### config.mk
export PLATFORM = sky130hd
export DESIGN_NAME = sbox_seq
export DESIGN_NICKNAME = d
export VERILOG_FILES = /design/src/rtl/sbox_pkg.sv /design/src/rtl/sbox.sv /design/src/rtl/sbox_seq.sv
export SDC_FILE = /design/constraint.sdc
export NUM_CORES = 1
export LEC_CHECK = 0
export ABC_AREA = 0
export BUFFER_PORTS_ARGS = -buffer_cell sky130_fd_sc_hd__buf_2
export CORE_MARGIN = 1.5
export CORE_UTILIZATION = 30
export CTS_CLUSTER_SIZE = 16
export DETAILED_ROUTE_END_ITERATION = 8
export PLACE_DENSITY_LB_ADDON = 0.12
export SETUP_SLACK_MARGIN = 0.02
export SYNTH_ARGS = -nofsm -noshare
export SYNTH_HDL_FRONTEND = slang
export SYNTH_SLANG_ARGS = --single-unit
### constraint.sdc
create_clock -name ck -period 2.15 [get_ports ck]
set_input_delay 0.1075 -clock ck [delete_from_list [all_inputs] [get_ports ck]]
set_output_delay 0.1075 -clock ck [all_outputs]
set_load 0.03 [all_outputs]
### src/rtl/sbox_pkg.sv
// +-----------------------------------------------------------------------+
// | sbox_pkg : shared types, sizes and substitution table for sbox_seq     |
// | Rev 1.0                                                                |
// +-----------------------------------------------------------------------+
`default_nettype none

package sbox_pkg;

  localparam int SBOX_W      = 4;
  localparam int NIB_DEFAULT = 8;

  typedef enum logic [1:0] {
    ST_IDLE  = 2'd0,
    ST_FEED  = 2'd1,
    ST_DRAIN = 2'd2,
    ST_DONE  = 2'd3
  } state_t;

  localparam logic [SBOX_W-1:0] SBOX_TABLE [0:15] = '{
    4'hE, 4'h4, 4'hD, 4'h1, 4'h0, 4'hF, 4'h7, 4'h4,
    4'h4, 4'h1, 4'hE, 4'h8, 4'hF, 4'hC, 4'h8, 4'h2
  };

endpackage

`default_nettype wire

### src/rtl/sbox.sv
// +-----------------------------------------------------------------------+
// | sbox : 4-bit substitution cell, output registered (1-cycle latency)    |
// | Rev 1.0                                                                |
// +-----------------------------------------------------------------------+
`default_nettype none

module sbox
  import sbox_pkg::*;
(
  input  logic              ck,
  input  logic [SBOX_W-1:0] nib_i,
  output logic [SBOX_W-1:0] nib_o
);

  logic [SBOX_W-1:0] nib_q;

  always_ff @(posedge ck) begin
    nib_q <= SBOX_TABLE[nib_i];
  end

  assign nib_o = nib_q;

endmodule

`default_nettype wire

### src/rtl/sbox_seq.sv
// +-----------------------------------------------------------------------+
// | sbox_seq : serialises a word through one shared sbox cell, LSB nibble  |
// | first. Optional completed-word counter: define SBOX_SEQ_CNT_EN.        |
// | Rev 1.0                                                                |
// +-----------------------------------------------------------------------+
`default_nettype none

module sbox_seq
  import sbox_pkg::*;
#(
  parameter int NIB  = NIB_DEFAULT,
  parameter int CNTW = 16
) (
  input  logic                ck,
  input  logic                rst,
  input  logic                in_valid,
  output logic                in_ready,
  input  logic [4*NIB-1:0]    in_data,
  output logic                out_valid,
  input  logic                out_ready,
  output logic [4*NIB-1:0]    out_data,
  output logic                busy
`ifdef SBOX_SEQ_CNT_EN
  , output logic [CNTW-1:0]   done_cnt
`endif
);

  localparam int W    = SBOX_W * NIB;
  localparam int IDXW = (NIB > 1) ? $clog2(NIB) : 1;
  localparam logic [IDXW-1:0] IDX_LAST = IDXW'(NIB - 1);

  state_t            state_q;
  logic [IDXW-1:0]   idx_q;
  logic [W-1:0]      word_q;
  logic              feed_vld_q;
  logic [W-1:0]      out_data_q;
  logic              out_valid_q;
  logic              busy_q;
  logic [SBOX_W-1:0] cell_out;

  // Word is shifted right each FEED cycle, so the cell always sees bits [3:0].
  sbox u_sbox (
    .ck    (ck),
    .nib_i (word_q[SBOX_W-1:0]),
    .nib_o (cell_out)
  );

  always_ff @(posedge ck) begin
    if (rst) begin
      state_q     <= ST_IDLE;
      idx_q       <= '0;
      word_q      <= '0;
      feed_vld_q  <= 1'b0;
      out_data_q  <= '0;
      out_valid_q <= 1'b0;
      busy_q      <= 1'b0;
    end else begin
      // feed_vld_q marks the cycle the cell output belongs to a fed nibble;
      // results enter at the top so nibble 0 ends at the bottom after NIB captures.
      feed_vld_q <= (state_q == ST_FEED);
      if (feed_vld_q) begin
        out_data_q <= {cell_out, out_data_q[W-1:SBOX_W]};
      end
      case (state_q)
        ST_IDLE: begin
          if (in_valid) begin
            word_q  <= in_data;
            idx_q   <= '0;
            busy_q  <= 1'b1;
            state_q <= ST_FEED;
          end
        end
        ST_FEED: begin
          word_q <= word_q >> SBOX_W;
          idx_q  <= idx_q + 1'b1;
          if (idx_q == IDX_LAST) begin
            state_q <= ST_DRAIN;
          end
        end
        ST_DRAIN: begin
          out_valid_q <= 1'b1;
          state_q     <= ST_DONE;
        end
        ST_DONE: begin
          if (out_ready) begin
            out_valid_q <= 1'b0;
            busy_q      <= 1'b0;
            state_q     <= ST_IDLE;
          end
        end
        default: state_q <= ST_IDLE;
      endcase
    end
  end

  assign in_ready  = (state_q == ST_IDLE) && !rst;
  assign out_valid = out_valid_q;
  assign out_data  = out_data_q;
  assign busy      = busy_q;

`ifdef SBOX_SEQ_CNT_EN
  logic [CNTW-1:0] done_cnt_q;

  always_ff @(posedge ck) begin
    if (rst) begin
      done_cnt_q <= '0;
    end else if (out_valid_q && out_ready) begin
      done_cnt_q <= done_cnt_q + 1'b1;
    end
  end

  assign done_cnt = done_cnt_q;
`else
  // Counter absent; CNTW kept so both builds share one parameter list.
  if (CNTW > 0) begin : g_no_cnt
  end
`endif

endmodule

`default_nettype wire

# After elaboration in Yosys (flattened, before gate mapping)
# Memories as Yosys holds them, arrays and structs flattened. A register that Yosys moved wholly into a read port is not among the register bits.
# Cells that the tools add are included.
totals:
  regBits: 72
  mem_bits_ro: 64
  input_bits: 36
  wordCells: 39
  memories: 1
op_classes:
  n_addsub: 1
  eq_ne: 7
  muxes: 12
  bitwise_logic: 1
  reduce_logical: 10
memory_table:
  columns: ["memory", "depth", "word_bits", "rd", "rd_clocked_by_memory_dff", "write_ports", "line", "rtl"]
  rows:
  - ["(name not given)", 16, 4, 1, 1, 0, "sbox.sv:18", "nib_q <= SBOX_TABLE[nib_i];"]
ops:
  columns: ["op", "count"]
  rows:
  - ["$pmux W32 S2", 1]
  - ["$mux W32", 1]
  - ["$pmux W2 S4", 1]
  - ["$mux W2", 3]
  - ["$pmux W3 S2", 1]
  - ["$reduce_and A3 Y1", 2]
  - ["$reduce_bool A2 Y1", 3]
  - ["$not A4 Y5", 1]
  - ["$eq A2 B2 Y1 const B", 2]
  - ["$ne A2 B2 Y1 const B", 2]
  - ["$pmux W1 S2", 2]
  - ["$reduce_and A2 Y1", 2]
  - ["$add A3 B1 Y3 const B", 1]
  - ["$eq A3 B3 Y1 const B", 1]
  - ["$mux W3", 1]
  - ["$eq A2 B1 Y1 const B", 1]
  - ["$logic_not A2 Y1", 1]
  - ["$mux W1", 2]
  - ["$ne A2 B1 Y1 const B", 1]
  - ["$logic_and A1 B1 Y1", 1]
  - ["$logic_not A1 Y1", 1]

# Logic depth before layout (Yosys ltp)
# Gate-level depths: netlist of the first run.
logic_depth:
  depth_word: 3
  mapped_depth: 8

# By module
# A second synthesis of the first run with hierarchy kept.
unflattened:
  hier_cells: 313
  hier_area_um2: 3339.5
modules_own_cells:
  columns: ["mod", "n_inst", "cells_per_inst", "area_each_um2"]
  rows:
  - ["sbox_seq", 1, 293, 3074.2]
  - ["sbox", 1, 20, 265.3]

# Worst setup path after synthesis of the first run
# OpenSTA, ideal clock, no wires.
synth_timing:
  path_type: "reg2reg"
  from: "register state_q[1]"
  to: "register word_q[10]"
  t_arrival_ns: 1.422
  t_required_ns: 2.004
  setup_slack_ns: 0.582
  path_stages_with_launch: 9
  path_buffers: 3
  period_less_slack_ns: 1.568
  path_cell_list: "dfxtp_1 inv_1 ha_1 buf_4 mux2_4 buf_8 buf_12 nor2_2 a211oi_2"
synth_between:
  elab_chain_cells: 3
  elab_cells_between_ends: 6
  classes_between: "eq/ne (2); mux (1); reduce/logical (3)"
synth_lines:
  columns: ["item", "line", "rtl"]
  rows:
  - ["from (decl)", "sbox_seq.sv:32", "state_t state_q;"]
  - ["from (signal assigned)", "sbox_seq.sv:50", "state_q <= ST_IDLE;"]
  - ["from (signal assigned)", "sbox_seq.sv:70", "state_q <= ST_FEED;"]
  - ["from (signal assigned)", "sbox_seq.sv:77", "state_q <= ST_DRAIN;"]
  - ["$eq A2 B1 Y1 / $logic_not A2 Y1 (equally long branches)", "sbox_seq.sv:64", "case (state_q)"]
  - ["$reduce_bool A2 Y1 (no line) / $ne A2 B2 Y1 (equally long branches)", null, null]
  - ["$reduce_and A2 Y1 (no line)", null, null]
  - ["to (signal assigned)", "sbox_seq.sv:67", "word_q <= in_data;"]
  - ["to (signal assigned)", "sbox_seq.sv:74", "word_q <= word_q >> SBOX_W;"]
  - ["to (decl)", "sbox_seq.sv:34", "logic [W-1:0] word_q;"]
# Several ways; a longest one is shown, not always the timed one.
# A chain may end at the register's enable or synchronous reset.

# Worst setup path in the final report of the first run
layout_timing:
  from: "register state_q[0]"
  to: "register word_q[26]"
# The elaborated chain is that of the path after synthesis.

==> flow_summary.toml, run 1 <==
[synthesis]
postSynthNetCount = 364
synth_area_um2 = 3400
synth_cell_types = 32
synth-seq-cells = 76
asyncSetResetFlopFracSynth_pct = 0
synthesis.instances = 316
ys.flop_type = "sky130_fd_sc_hd__dfxtp_1"
synth_enable_flop_cells = 0
synth_sequential_area_ratio_pct = 44.8
yosys_warnings = 0
synth_area_per_inst_um2 = 10.8

[place]
dpl_worst_slack_ps = 208
place.gp.congestion = 0.679
placed_area_um2 = 3810
io_buffer_count = 70
hpwlAfterDp_um = 4590
place.detailed.instances = 508

[worst_setup_path]
setup.worst_path.start = "state_q[0]"
cpMaxStageDelayCell = "sky130_fd_sc_hd__mux2_4"
worstSetupStartpointType = "register"
critical_path.top_delay_family = "multiplexers"
cp.arrival_ps = 2210
reg2reg_to = "word_q[26]"
setup.worst_path.end_class = "register"
crit_path_max_incr_delay_ps = 760
worst_r2r_startpoint = "state_q[0]"
list_of_cells_traversed_by_the_critical_path = "inv_1, ha_1, mux2_4, nor2_1, a211oi_2"
worst_ep_required_time_ps = 2400
critPathKind = "register to register"
cp_num_buf_inv = 1
regToRegSetupSlack_ps = 190
crit_fanout = 56
ff2ff_path_depth = 5

[timing]
post-route-min-period_ps = 1960
fin_tns_setup_ps = 0
skew_ps = 7.35
fmax_ghz = 0.511
final_critical_path_setup_slack_ps = 194
finalMaxSlewViolations = 0
setup_viol_count_final = 0
timing.final.crit_share_pct = 91.0
timing.slew.headroom_pct = 47.2
hold_viol = 0
actual_transition_at_the_worst_max_transition_pin_ps = 791
rsz0062_at_grt = "no"

[clock_tree]
tritoncts = "done"
cts_resized = 0
clk_path_buf_depth = 2
cts_setup_buffers = 0
cts_hold_repair.buffers = 0
cts.sinks = 76
clock_tree.htree_level_count = 3
clock_insertion_delay_worst_skew_ps = 330
cts_made_buffers = 9
clk_pin_slew_ps = 60
root_buffer = "sky130_fd_sc_hd__clkbuf_16"

[global_routing]
via_count_of_the_first_global_routing_pass = 2292
antenna_violations_before_repair = 0
grt_start_max_net_pins = 57
global_route.overflow_total = 0
grt_use_total_pct = 12.4
grt_first_pass_wirelength_um = 11400

[die]
chipWidth_um = 109
starting_utilization_of_the_core_area_pct = 31.1
placementRows = 38
die_height_um = 109
io_pins = 71
core_area_um2 = 10900
die-area_um2 = 12000

[final_layout]
num-nets-final = 427
mostFrequentLayoutCells = "sky130_fd_sc_hd__dfxtp_1, sky130_fd_sc_hd__buf_2, sky130_fd_sc_hd__mux2i_1"
final_cells = 524
final_common_cell = "sky130_fd_sc_hd__dfxtp_1"
filler_cell_count = 1101
drive_gt1_share_pct = 36.2
stdcell_area_um2 = 4180
synthToLayoutAreaGrowth_pct = 22.9
insertedDiodeCount = 0

[worst_hold_path]
holdPathStages = 3
min_path_type = "input pin to register"
holdCritStartpoint = "in_data[28]"
hold_path_end = "word_q[28]"

[pwr]
post-layout-total-power_w = 0.00557
power_leakage_nw = 1.71
vdd_ir_drop_max_mv = 0.552
cellPowerDensity_nw_per_um2 = 1330

[detailed_routing]
drt.antenna.violating_nets = 0
wl_per_cell_um = 13.2
route.vias.total = 2345
dr.first_iter.drc_count = 103
number_of_remaining_drc_errors = 0
detailedRoute.firstPassIterationCount = 4
totalWireLength_um = 6920
via_per_inst = 4.48

[flow_run]
max-cap-violations = 0

[run_status]
outcome = "completed"
## area by class of cell
cell class              count  area, um2  area share, %
inverters                   6       22.5          0.539
flip-flops and latches     76       1520           36.5
repair buffers             76        395           9.47
well taps                 140        175           4.19
clock inverters             6        136           3.27
clock buffers              10        229           5.48
multi-input cells         210       1700           40.6
## worst register-to-register path: stages (launching register included)
cell and delay [ps]:
sky130_fd_sc_hd__dfxtp_1 360, sky130_fd_sc_hd__inv_1 100, sky130_fd_sc_hd__ha_1 300, sky130_fd_sc_hd__mux2_4 760, sky130_fd_sc_hd__nor2_1 140, sky130_fd_sc_hd__a211oi_2 210
## sequential cells by signal, indices dropped and copies added (netlist names)
signal,flops
busy,1
feed_vld_q,1
idx_q,3
out_data,32
out_valid,1
state_q,2
u_sbox.nib_o,4
word_q,32
## routing by layer
layer | up-vias | track usage, % | routed length [um]
met3 | 10 | 3.85 | 371
met1 | 1046 | 15.6 | 3370
met2 | 60 | 19.6 | 3060
met4 | 0 | 5.29 | 110
met5 | - | 0 | 0
li1 | 1229 | - | -
## kinds of logic after synthesis
kind of cell             count (synthesis)  synth area share (%)
AO/OA/AOI/OAI                           46                  12.9
XOR/XNOR                                 1                 0.258
adder cells (fa/ha/maj)                 12                  4.42
buffers and inverters                   30                  5.45
flip-flops                              76                  44.8
multiplexers                            65                  20.0
AND/OR/NAND/NOR                         86                  12.2
## worst max-delay path by stage
stage,end,cells past startpoint
after floorplan,word_q[10],8
after global placement,word_q[27],5
after detailed placement,word_q[26],5
after CTS,word_q[26],5
after global routing,word_q[26],5
final,word_q[26],5
## cell usage after synthesis (all sizes together), types with 2 or more instances
cell type  number  area [um2]
nor2           68         305
a22oi           4        30.0
ha             12         150
a32oi           2        17.5
nand2           3        11.3
nor2b           7        43.8
inv             6        22.5
nand2b          2        12.5
o21ai           2        10.0
mux4            2        45.0
a21oi           6        30.0
buf            14         125
mux2i          62         621
a211oi         30         335
dfxtp          76        1520
clkbuf         10        37.5
## per-stage QoR
step | hold slack, ps | utilization [%]
2_1_floorplan | 256 | -
3_3_place_gp | 346 | 34.9
3_5_place_dp | 362 | 34.9
4_1_cts | 2.84 | 38.2
5_1_grt | 33.6 | 38.2
6_report | 18.9 | 38.2
## power by group
part	switching (W)	internal (W)	total (W)
logic	0.000986	0.000790	0.00178
clock network	0.000585	0.00125	0.00184
registers	0.000234	0.00172	0.00196
total	0.00181	0.00377	0.00557
Note: power is estimated with default switching activity, not from simulation.
==> run 2, diff against run 1 <==
--- a/config.mk
+++ b/config.mk
@@ -11,7 +11,8 @@
 export CORE_UTILIZATION = 30
 export CTS_CLUSTER_SIZE = 16
 export DETAILED_ROUTE_END_ITERATION = 8
-export PLACE_DENSITY_LB_ADDON = 0.12
+export PLACE_DENSITY_LB_ADDON = 0.25
+export REMOVE_ABC_BUFFERS = 1
 export SETUP_SLACK_MARGIN = 0.02
 export SYNTH_ARGS = -nofsm -noshare
 export SYNTH_HDL_FRONTEND = slang
==> run 2 against run 1 <==
Against the previous run: non-clock buffer count down 2; sequential power about the same; register-to-register slack better by 160 ps; utilization down 0.10 points; critical path depth up 1; sequential share of layout area up 0.099 points.
==> flow_summary.toml, run 2 (synthesized netlist as in run 1, its figures left out) <==
[final_layout]
ff_latch_area_um2 = 1520
final_common_cell = "sky130_fd_sc_hd__dfxtp_1"
mostFrequentLayoutCells = "sky130_fd_sc_hd__dfxtp_1, sky130_fd_sc_hd__buf_2, sky130_fd_sc_hd__mux2i_1"
filler_cell_count = 1112
final_cells = 522
num-nets-final = 425
insertedDiodeCount = 0
multi_input_comb_area_um2 = 1710
synthToLayoutAreaGrowth_pct = 22.5
drive_gt1_share_pct = 36.1

[detailed_routing]
via_per_inst = 4.54
number_of_remaining_drc_errors = 0
totalWireLength_um = 6440
dr.first_iter.drc_count = 101
wl_per_cell_um = 12.3
route.vias.total = 2371
drt.antenna.violating_nets = 0
detailedRoute.firstPassIterationCount = 4

[die]
chipWidth_um = 109
placementRows = 38
die_height_um = 109
core_area_um2 = 10900
io_pins = 71
die-area_um2 = 12000
starting_utilization_of_the_core_area_pct = 31.1

[clock_tree]
cts.sinks = 76
clk_path_buf_depth = 2
clk_pin_slew_ps = 60
cts_resized = 0
root_buffer = "sky130_fd_sc_hd__clkbuf_16"
tritoncts = "done"
cts_setup_buffers = 0
clock_tree.htree_level_count = 3
clock_insertion_delay_worst_skew_ps = 330
cts_made_buffers = 9
cts_hold_repair.buffers = 0

[place]
place.detailed.instances = 506
dpl_worst_slack_ps = 208
io_buffer_count = 70
hpwlAfterDp_um = 4350
place.gp.congestion = 0.690

[global_routing]
global_route.overflow_total = 0
grt_start_max_net_pins = 58
via_count_of_the_first_global_routing_pass = 2216
grt_first_pass_wirelength_um = 10300
grt_use_total_pct = 11.1
antenna_violations_before_repair = 0

[timing]
skew_ps = 5.84
timing.final.crit_share_pct = 83.6
rsz0062_at_grt = "no"
hold-worst-slack_ps = 15.7
actual_transition_at_the_worst_max_transition_pin_ps = 608
fmax_ghz = 0.557
finalMaxSlewViolations = 0
post-route-min-period_ps = 1800
setup_viol_count_final = 0
hold_viol = 0
timing.slew.headroom_pct = 58.3
final_critical_path_setup_slack_ps = 354

[worst_setup_path]
cp.arrival_ps = 2060
cpMaxStageDelayCell = "sky130_fd_sc_hd__mux2i_1"
list_of_cells_traversed_by_the_critical_path = "inv_1, ha_2, buf_4, mux2i_1, a22oi_1, nor2_1"
cp_num_buf_inv = 2
crit_fanout = 24
worst_ep_required_time_ps = 2410
setup.worst_path.end_class = "register"
critPathKind = "register to register"
critical_path.top_delay_family = "multiplexers"
worstSetupStartpointType = "register"
crit_path_max_incr_delay_ps = 520

[run_status]
outcome = "completed"

[flow_run]
max-cap-violations = 0

[pwr]
vdd_ir_drop_max_mv = 0.483
cellPowerDensity_nw_per_um2 = 1290
power_leakage_nw = 1.70

[worst_hold_path]
min_path_type = "input pin to register"
==> run 2: changes by cell type in the layout (fill, tap and decap cells not counted) <==
| cell | previous run | this run |
|---|---|---|
| sky130_fd_sc_hd__bufinv_16 | 4 | 2 |
| sky130_fd_sc_hd__mux2_8 | 0 | 1 |
| sky130_fd_sc_hd__clkinvlp_4 | 1 | 0 |
| sky130_fd_sc_hd__inv_6 | 0 | 1 |
| sky130_fd_sc_hd__buf_12 | 0 | 2 |
| sky130_fd_sc_hd__inv_8 | 0 | 1 |
| sky130_fd_sc_hd__clkbuf_1 | 1 | 0 |
| sky130_fd_sc_hd__clkbuf_8 | 0 | 1 |
| sky130_fd_sc_hd__mux2_4 | 1 | 0 |
| sky130_fd_sc_hd__buf_4 | 6 | 2 |
| sky130_fd_sc_hd__clkinv_2 | 0 | 1 |
==> run 2: worst register-to-register path: stages (launching register included) <==
cell and delay (ps):
sky130_fd_sc_hd__dfxtp_1 370, sky130_fd_sc_hd__inv_1 100, sky130_fd_sc_hd__ha_2 200, sky130_fd_sc_hd__buf_4 260, sky130_fd_sc_hd__mux2i_1 520, sky130_fd_sc_hd__a22oi_1 180, sky130_fd_sc_hd__nor2_1 110
==> run 2: worst paths after layout <==
check	startpoint	to	depth (start not counted)	slack, ps
setup / recovery	state_q[1]	word_q[30]	6	350
hold / removal	in_data[28]	word_q[28]	3	20
setup reg to reg	state_q[1]	word_q[30]	6	350
hold reg to reg	u_sbox.nib_o[0]	out_data[28]	2	460
==> run 2: layout make-up <==
cell class,count,share of cell area (%)
inverters,6,0.541
clock buffers,10,5.74
clock inverters,6,2.25
well taps,140,4.21
multi-input cells,210,41.0
flip-flops and latches,76,36.6
repair buffers,74,9.73
==> run 2: layer usage <==
layer	up-vias	part of all wire [%]	global-route usage, %
met5	-	0	0
met4	0	1.3	4.45
met3	6	6.5	3.85
met2	60	44	18.1
met1	1080	48	13.2
li1	1225	-	-
==> run 2: stage by stage <==
step	area, um2	utilization (%)	setup TNS, ps	total power [W]
after floorplan	3240	-	-15690	0.00339
after global placement	3820	34.9	0	0.00374
after detailed placement	3820	34.9	0	0.00378
after CTS	4150	38.0	0	0.00546
after global routing	4170	38.1	0	0.00573
final	4170	38.1	0	0.00539
==> run 2: power breakdown <==
group	internal (W)	leakage (nW)	switching [W]	total (W)
sequential	0.00172	0.622	0.000253	0.00198
clock	0.00106	0.165	0.000584	0.00164
combinational	0.000811	0.913	0.000960	0.00177
==> run 3, diff against run 2 <==
==> constraint.sdc (replaced) <==
create_clock -name ck -period 1.73 [get_ports ck]
set_input_delay 0.0865 -clock ck [delete_from_list [all_inputs] [get_ports ck]]
set_output_delay 0.0865 -clock ck [all_outputs]
set_load 0.03 [all_outputs]
==> run 3 against run 2 <==
Against the previous run: combinational power is 33% higher; power is 29% higher; critical path depth is 1 lower; routed wire length is 3.4% higher; largest cell class unchanged; largest power group unchanged.
==> flow_summary.toml, run 3 (synthesized netlist as in run 1, its figures left out) <==
[detailed_routing]
drt.antenna.violating_nets = 0
detailedRoute.firstPassIterationCount = 4
dr.first_iter.drc_count = 82
number_of_remaining_drc_errors = 0
totalWireLength_um = 6660
route.vias.total = 2446
wl_per_cell_um = 12.5
via_per_inst = 4.61

[timing]
fmax_ghz = 0.620
rsz0062_at_grt = "no"
hold_viol = 0
skew_ps = 5.77
timing.slew.headroom_pct = 76.9
setup_viol_count_final = 0
actual_transition_at_the_worst_max_transition_pin_ps = 344
post-route-min-period_ps = 1610
timing.final.crit_share_pct = 93.3
finalMaxSlewViolations = 0
fin_tns_setup_ps = 0

[final_layout]
stdcell_area_um2 = 4280
num-nets-final = 434
final_common_cell = "sky130_fd_sc_hd__dfxtp_1"
drive_gt1_share_pct = 36.6
ff_latch_area_um2 = 1520
multi_input_comb_area_um2 = 1700
synthToLayoutAreaGrowth_pct = 25.9
insertedDiodeCount = 0
mostFrequentLayoutCells = "sky130_fd_sc_hd__dfxtp_1, sky130_fd_sc_hd__buf_2, sky130_fd_sc_hd__mux2i_1"
filler_cell_count = 1091

[worst_setup_path]
list_of_cells_traversed_by_the_critical_path = "inv_1, ha_1, buf_4, nor2b_1, buf_2"
cpMaxStageDelayCell = "sky130_fd_sc_hd__dfxtp_1"
worstSetupStartpointType = "register"
crit_fanout = 4
critPathKind = "register to output pin"
setup.worst_path.end_class = "output pin"
cp.arrival_ps = 1530
cp_num_buf_inv = 3
critical_path.top_delay_family = "buffers and inverters"
crit_path_max_incr_delay_ps = 390
worst_ep_required_time_ps = 1640

[global_routing]
antenna_violations_before_repair = 0
grt_use_total_pct = 11.9
via_count_of_the_first_global_routing_pass = 2393
grt_first_pass_wirelength_um = 10900
grt_start_max_net_pins = 48
global_route.overflow_total = 0

[place]
place.gp.congestion = 0.721
hpwlAfterDp_um = 4580
io_buffer_count = 70
placed_area_um2 = 3880

[die]
io_pins = 71
starting_utilization_of_the_core_area_pct = 31.1
die-area_um2 = 12000
die_height_um = 109
placementRows = 38
chipWidth_um = 109
core_area_um2 = 10900

[clock_tree]
clk_path_buf_depth = 2
cts.sinks = 76
clock_insertion_delay_worst_skew_ps = 340
root_buffer = "sky130_fd_sc_hd__clkbuf_16"
cts_made_buffers = 9
clk_pin_slew_ps = 60
clock_tree.htree_level_count = 3
tritoncts = "done"

[pwr]
power_leakage_nw = 1.75
cellPowerDensity_nw_per_um2 = 1630
vdd_ir_drop_max_mv = 0.813

[run_status]
outcome = "completed"

[worst_hold_path]
min_path_type = "input pin to register"

[flow_run]
max-cap-violations = 0
[run 3: per-stage QoR]
| stage | std cells | util (%) | setup slack [ps] | power [W] | hold slack (ps) |
|---|---|---|---|---|---|
| 6_report | 531 | 39.2 | 116 | 0.00697 | 89.8 |
| 5_1_grt | 531 | 39.2 | 22.2 | 0.00742 | 106 |
| 4_1_cts | 531 | 39.1 | 38.5 | 0.00707 | 83.4 |
| 3_5_place_dp | 511 | 35.5 | 54.9 | 0.00484 | 339 |
| 3_3_place_gp | 511 | 35.5 | 136 | 0.00478 | 324 |
| 2_1_floorplan | 292 | - | -970 | 0.00422 | 151 |
[run 3: power by group]
group          leakage, nW  internal [W]  switching (W)  total [W]
registers            0.622       0.00214       0.000302    0.00244
logic                0.963       0.00113        0.00123    0.00236
clock network        0.169       0.00145       0.000723    0.00217
[run 3: final timing paths]
path	depth (start not counted)	startpoint	slack, ps	to
setup / recovery	5	state_q[1]	120	in_ready
hold / removal	3	in_data[2]	90	word_q[2]
setup reg to reg	5	state_q[1]	140	state_q[0]
hold reg to reg	2	u_sbox.nib_o[0]	470	out_data[28]
[run 3: area by class of cell]
type,instances,share of cell area [%]
clock buffers,10,5.58
repair buffers,83,12.0
well taps,140,4.09
clock inverters,6,2.60
flip-flops and latches,76,35.6
inverters,6,0.526
multi-input cells,210,39.6
[run 3: worst reg2reg max path, cell delays in order (launching register included)]
cell	delay, ps
sky130_fd_sc_hd__dfxtp_1	390
sky130_fd_sc_hd__inv_1	100
sky130_fd_sc_hd__ha_1	240
sky130_fd_sc_hd__nor2b_1	160
sky130_fd_sc_hd__or4_1	520
sky130_fd_sc_hd__o31ai_1	80
[run 3: layer usage]
layer | global-route usage, % | part of all wire [%] | wire [um] | up-vias
met5 | 0 | 0 | 0 | -
li1 | - | - | - | 1234
met4 | 5.29 | 1.7 | 116 | 0
met2 | 20.0 | 46 | 3060 | 73
met3 | 4.45 | 7.1 | 473 | 9
met1 | 13.3 | 45 | 3000 | 1130
[run 3: timing repair]
action / 4_1_cts / 5_1_grt
setup buffers: 0 / 0
hold buffers: 4 / 0
setup endpoints to repair: 0 / 14
hold endpoints to repair: 4 / 0
resized for setup: 0 / 2
